`config.mk`:
```
export PLATFORM = sky130hd
export DESIGN_NAME = flash_wb_bridge
export DESIGN_NICKNAME = d
export VERILOG_FILES = /design/src/rtl/flash_wb_pkg.sv /design/src/rtl/flash_wb_cache.sv /design/src/rtl/flash_wb_bridge.sv
export SDC_FILE = /design/constraint.sdc
export NUM_CORES = 1
export LEC_CHECK = 0
export CAP_MARGIN = 20
export CORE_ASPECT_RATIO = 0.9
export CORE_UTILIZATION = 30
export CTS_BUF_LIST = sky130_fd_sc_hd__clkbuf_8
export CTS_CLUSTER_DIAMETER = 50
export CTS_CLUSTER_SIZE = 24
export DETAILED_ROUTE_END_ITERATION = 10
export RECOVER_POWER = 100
export REMOVE_ABC_BUFFERS = 1
export SKIP_CTS_REPAIR_TIMING = 1
export SYNTH_ARGS = -nofsm -noshare
export SYNTH_HDL_FRONTEND = slang
export SYNTH_SLANG_ARGS = --single-unit
```
`constraint.sdc`:
```
create_clock -name wb_clk_i -period 3.73 [get_ports wb_clk_i]
set_input_delay 0.5595 -clock wb_clk_i [delete_from_list [all_inputs] [get_ports wb_clk_i]]
set_output_delay 0.5595 -clock wb_clk_i [all_outputs]
set_load 0.01 [all_outputs]
```
`src/rtl/flash_wb_pkg.sv`:
```
// Shared types and constants for the Wishbone-to-NOR-flash read bridge.
// The optional single-word read cache is selected with FLASH_WB_CACHE_EN.
package flash_wb_pkg;

  typedef enum logic [1:0] {
    IDLE = 2'd0,
    LO   = 2'd1,
    HI   = 2'd2,
    ACK  = 2'd3
  } state_t;

  localparam int CNT_W    = 4;
  localparam int FLASH_AW = 22;

  // Zero the byte lanes the master did not select.
  function automatic logic [15:0] lane_mask(input logic [15:0] d, input logic [1:0] sel);
    return {sel[1] ? d[15:8] : 8'h00, sel[0] ? d[7:0] : 8'h00};
  endfunction

endpackage

```
`src/rtl/flash_wb_cache.sv`:
```
// Single-word read cache: one tag, one data word, one valid bit per byte.
// Only instantiated when FLASH_WB_CACHE_EN is defined.
module flash_wb_cache
  import flash_wb_pkg::*;
(
  input  logic        clk,
  input  logic        rst,
  input  logic [20:0] lookup_adr,
  input  logic [1:0]  lookup_sel,
  output logic        hit,
  output logic [15:0] rd_data,
  input  logic        miss_start,
  input  logic [1:0]  fill_en,
  input  logic [7:0]  fill_byte
);

  logic [20:0] tag;
  logic [15:0] data;
  logic [1:0]  valid;

  assign hit     = (tag == lookup_adr) && (lookup_sel != 2'b00) &&
                   ((lookup_sel & ~valid) == 2'b00);
  assign rd_data = data;

  always_ff @(posedge clk) begin
    if (rst) begin
      tag   <= '0;
      data  <= '0;
      valid <= 2'b00;
    end else if (miss_start && (tag != lookup_adr)) begin
      // A different word evicts everything before its bytes arrive.
      tag   <= lookup_adr;
      valid <= 2'b00;
    end else begin
      if (fill_en[0]) begin
        data[7:0] <= fill_byte;
        valid[0]  <= 1'b1;
      end
      if (fill_en[1]) begin
        data[15:8] <= fill_byte;
        valid[1]   <= 1'b1;
      end
    end
  end

endmodule

```
`src/rtl/flash_wb_bridge.sv`:
```
// Wishbone slave turning 16-bit word reads into one or two timed 8-bit NOR
// flash reads; writes are acknowledged and dropped. Cache: FLASH_WB_CACHE_EN.
module flash_wb_bridge
  import flash_wb_pkg::*;
#(
  parameter int WAIT_CYCLES = 3
) (
  input  logic                wb_clk_i,
  input  logic                wb_rst_i,
  input  logic [20:0]         wb_adr_i,
  input  logic [15:0]         wb_dat_i,
  output logic [15:0]         wb_dat_o,
  input  logic [1:0]          wb_sel_i,
  input  logic                wb_we_i,
  input  logic                wb_stb_i,
  input  logic                wb_cyc_i,
  output logic                wb_ack_o,
  output logic [FLASH_AW-1:0] flash_addr_,
  input  logic [7:0]          flash_data_,
  output logic                flash_oe_n_,
  output logic                flash_we_n_,
  output logic                flash_rst_n_,
  output logic [1:0]          dbg_state
);

  // Handshake: a request is taken only in IDLE while cyc & stb are high;
  // wb_ack_o is high for exactly one cycle and the master may drop stb after
  // seeing it; a request is never accepted during the ACK cycle itself.

  localparam logic [CNT_W-1:0] WAIT_LD = CNT_W'(WAIT_CYCLES);
  localparam logic [CNT_W-1:0] CNT_ONE = CNT_W'(1);

  state_t           state;
  logic [CNT_W-1:0] cnt;
  logic [20:0]      adr_q;
  logic [1:0]       sel_q;
  logic [7:0]       lo_q;
  logic             abort_q;
  logic             abort_next;
  logic             cache_hit;
  logic [15:0]      cache_data;
  logic             unused_dat;

  assign flash_we_n_  = 1'b1;
  assign flash_rst_n_ = 1'b1;
  assign dbg_state    = state;
  assign unused_dat   = ^wb_dat_i;
  assign abort_next   = abort_q | ~wb_cyc_i;

`ifdef FLASH_WB_CACHE_EN
  logic       miss_start;
  logic [1:0] fill_en;

  assign miss_start = (state == IDLE) && wb_cyc_i && wb_stb_i && !wb_we_i &&
                      (wb_sel_i != 2'b00) && !cache_hit;
  assign fill_en    = {(state == HI) && (cnt == '0), (state == LO) && (cnt == '0)};

  flash_wb_cache u_cache (
    .clk        (wb_clk_i),
    .rst        (wb_rst_i),
    .lookup_adr (wb_adr_i),
    .lookup_sel (wb_sel_i),
    .hit        (cache_hit),
    .rd_data    (cache_data),
    .miss_start (miss_start),
    .fill_en    (fill_en),
    .fill_byte  (flash_data_)
  );
`else
  assign cache_hit  = 1'b0;
  assign cache_data = 16'h0000;
`endif

  always_ff @(posedge wb_clk_i) begin
    if (wb_rst_i) begin
      state       <= IDLE;
      cnt         <= '0;
      adr_q       <= '0;
      sel_q       <= 2'b00;
      lo_q        <= 8'h00;
      abort_q     <= 1'b0;
      wb_ack_o    <= 1'b0;
      wb_dat_o    <= 16'h0000;
      flash_addr_ <= '0;
      flash_oe_n_ <= 1'b1;
    end else begin
      case (state)
        IDLE: begin
          wb_ack_o <= 1'b0;
          abort_q  <= 1'b0;
          if (wb_cyc_i && wb_stb_i) begin
            adr_q <= wb_adr_i;
            sel_q <= wb_sel_i;
            cnt   <= WAIT_LD;
            if (wb_we_i || (wb_sel_i == 2'b00)) begin
              state    <= ACK;
              wb_ack_o <= 1'b1;
              wb_dat_o <= 16'h0000;
            end else if (cache_hit) begin
              state    <= ACK;
              wb_ack_o <= 1'b1;
              wb_dat_o <= lane_mask(cache_data, wb_sel_i);
            end else if (wb_sel_i[0]) begin
              state       <= LO;
              flash_addr_ <= {wb_adr_i, 1'b0};
              flash_oe_n_ <= 1'b0;
            end else begin
              state       <= HI;
              flash_addr_ <= {wb_adr_i, 1'b1};
              flash_oe_n_ <= 1'b0;
            end
          end
        end

        LO: begin
          abort_q <= abort_next;
          if (cnt != '0) begin
            cnt <= cnt - CNT_ONE;
          end else begin
            lo_q <= flash_data_;
            if (sel_q[1]) begin
              // oe stays low; only the address moves to the odd byte.
              state       <= HI;
              flash_addr_ <= {adr_q, 1'b1};
              cnt         <= WAIT_LD;
            end else begin
              flash_oe_n_ <= 1'b1;
              wb_dat_o    <= {8'h00, flash_data_};
              state       <= abort_next ? IDLE : ACK;
              wb_ack_o    <= ~abort_next;
            end
          end
        end

        HI: begin
          abort_q <= abort_next;
          if (cnt != '0) begin
            cnt <= cnt - CNT_ONE;
          end else begin
            flash_oe_n_ <= 1'b1;
            wb_dat_o    <= {flash_data_, sel_q[0] ? lo_q : 8'h00};
            state       <= abort_next ? IDLE : ACK;
            wb_ack_o    <= ~abort_next;
          end
        end

        ACK: begin
          wb_ack_o <= 1'b0;
          state    <= IDLE;
        end

        default: begin
          state       <= IDLE;
          wb_ack_o    <= 1'b0;
          flash_oe_n_ <= 1'b1;
        end
      endcase
    end
  end

endmodule
```
==> reports/results.tsv <==
metric	value	unit
total gr overflow	0	
TritonCTS Sinks	78	
register area share after synthesis	43.45	%
Layout area overhead	25.45	%
number of H-tree levels	3	
post-synthesis cell type count	49	
Std-Cell Rows	37	
Worst-Margin Slew	1242	ps
XOR/XNOR Fraction of Synth Area	0	%
layout cell share with drive strength beyond 1	7.095	%
Netlist Area Pre-Place	0.003593	mm^2
Gate power share	46.3	%
period utilization	76.68	%
Final Hold Fails	0	
top_reg_cell synth	dfxtp_1	
Die ar.	0.01242	mm^2
register share of total power	35.0	%
Setup crit start kind	flip-flop	
share of the synthesized area in the top cell type	43.45	%
Synth Area in Compound Gates	25.87	%
DR WL/cell	14.94	um
Routed Antenna Nets	0	
CP arrival	3120	ps
leading area contributor after synthesis	dfxtp_1	
Final Critical Period	2860	ps
drt via density	5.000	
Max-cap violations	0	
Crit Path Class	flip-flop to flip-flop	
worst reg2reg path depth	6	
number of global-route vias before repair	3007	
leak pwr	1.670	nW
DP HPWL	6051	um
Worst Path Required	3990	ps
slowest CP cell	ha_1	
Ys Warns	0	
GRT Resource Usage Total	15.19	%
most frequent cells in the layout	dfxtp_1, nand2_1, a21oi_1	
clock share of power	18.7	%
Max IR drop VDD	293.2	uV
outcome	complete, no violations	
Int Pwr	2.104	mW
asr flop ratio synth	0	%
critical-path cell list	inv_1 > ha_1 > nand2_1 > a21o_1 > nand2_1 > mux2i_1	
setup violators final	0	
Initial DRC Count	169	
Syn Area/Cell	9.334	um^2
Post-synth EDFFs	0	
CTS root buffer	clkbuf_8	
Psw	1.346	mW
#FFs+latches synth	78	
crit-path max cell delay	810	ps
Hold Slack	457.8	ps
RSZ-0062 raised after global routing	no	
largest net degree at the start of global routing	70	
initial antenna violation count	0	
Final nets	504	
CTS tree	built	
top achievable clock speed	0.3496	GHz
synthesized instance count	385	
ranking of synthesized cells by area	dfxtp_1, mux2i_1, a21oi_1, nand2_1, a211oi_2	
Vias	3035	
reg2reg setup slack	870	ps
final wirelength	9069	um
Bufs on Longest Clock Path	2	
GP Congestion	0.8113	
most common cell after layout, fill and taps aside	dfxtp_1	
I/O Buffers	77	
Reg clk slew, reported paths	90	ps
worst clock skew	10.96	ps
crit end category	flip-flop	
Core Region	0.01153	mm^2
CP startpoint	dbg_state[1]	
setup total negative slack	0	ps
die extent in y	105.8	um
IO Count	96	
crit path max fanout	21	
Sw Ratio	39.02	%
Die Width	117.4	um
worst r2r dst	wb_dat_o[9]	
drt pass-1 iters	4	
Synth Area in Adders	2.089	%
max-slew violation count	0	
worst skew pair latency	350	ps
Initial Utilization	31.17	%
Num CTS Buffers	9	
power per cell area	765.5	mW/mm^2
multiplexer share of the synthesized area	10.31	%
largest family of logic cells by synthesized area	compound AO/OA/AOI/OAI gates	
DR DRC count	0	
crit-path most repeated cell	nand2_1	
n_diodes	0	
Simple-Gate Fraction of Synth Area	11.59	%
r2r startpoint	dbg_state[1]	
Max-slew headroom	16.92	%
hold crit path type	flip-flop to flip-flop	
first-pass GRT wire length	15120	um
Worst Setup EP	wb_dat_o[9]	
-- flip-flops by register name (all words and copies together) (netlist names) --
register	flops
wb_ack_o	1
abort_q	1
sel_q	2
dbg_state	2
cnt	4
flash_addr_	22
wb_dat_o	16
flash_oe_n_	1
lo_q	8
adr_q	21
-- metal layers --
metal | part of all wire [%] | global-route usage [%] | vias up
met5 | 0 | 0 | -
met2 | 46 | 23.92 | 56
li1 | - | - | 1505
met1 | 49 | 19.88 | 1469
met3 | 4.3 | 4.600 | 5
met4 | 0.84 | 4.453 | 0
-- synth_stat cells (all sizes together) (5+ instances only) --
master / count
a211oi: 23
a21oi: 57
a311oi: 10
a32oi: 8
buf: 18
clkbuf: 16
dfxtp: 78
ha: 6
inv: 11
mux2i: 37
nand2: 68
nor2: 15
o21ai: 5
-- worst min-delay path by stage --
stage	depth (start not counted)	slack (ps)	from	end
6_report	2	460	adr_q[15]	adr_q[15]
5_1_grt	2	480	adr_q[20]	adr_q[20]
4_1_cts	2	460	adr_q[5]	adr_q[5]
3_5_place_dp	2	450	adr_q[5]	adr_q[5]
3_3_place_gp	2	440	adr_q[0]	adr_q[0]
2_1_floorplan	2	430	sel_q[0]	sel_q[0]
-- logic make-up (layout without fill, tap and decap cells) --
logic type / after synthesis / in the layout
flip-flops: 78 / 78
other: 1 / 2
AO/OA/AOI/OAI: 121 / 121
adder cells (fa/ha/maj): 6 / 6
multiplexers: 37 / 37
AND/OR/NAND/NOR: 97 / 97
buffers and inverters: 45 / 110
-- critical path: cells and delay by family, from the launching register on --
| family | cells | cell delay, ps |
|---|---|---|
| compound gates | 1 | 490 |
| buf+inv | 1 | 100 |
| flops | 1 | 350 |
| fa+ha+maj | 1 | 810 |
| mux | 1 | 240 |
| simple gates | 2 | 770 |
-- per-stage QoR --
| stage | utilization (%) | worst slack [ps] | instance area [um^2] | std cells | power [mW] |
|---|---|---|---|---|---|
| floorplan | - | 870.2 | 3402 | 352 | 2.274 |
| global placement | 38.32 | 1046 | 4417 | 591 | 2.964 |
| detailed placement | 38.32 | 1020 | 4417 | 591 | 3.003 |
| CTS | 40.05 | 1284 | 4617 | 607 | 3.667 |
| global route | 39.11 | 578.7 | 4508 | 607 | 3.694 |
| finish | 39.11 | 869.9 | 4508 | 607 | 3.451 |
-- power by group through the flow --
stage	Sequential, mW	Clock, mW	Combinational, mW
final	1.21	0.646	1.60
after global routing	1.24	0.705	1.75
after CTS	1.22	0.668	1.78
after detailed placement	1.23	0	1.77
after global placement	1.23	0	1.73
after floorplan	1.30	0	0.973
-- layout make-up --
type	instances	area [um^2]
clock buffer	10	137.6
clock inverter	6	62.56
fill	1185	7019
inverter	11	41.29
multi-input combinational	263	1703
sequential	78	1562
tap	156	195.2
timing repair buffer	83	807.0
Power figures use the tool's default switching activity.
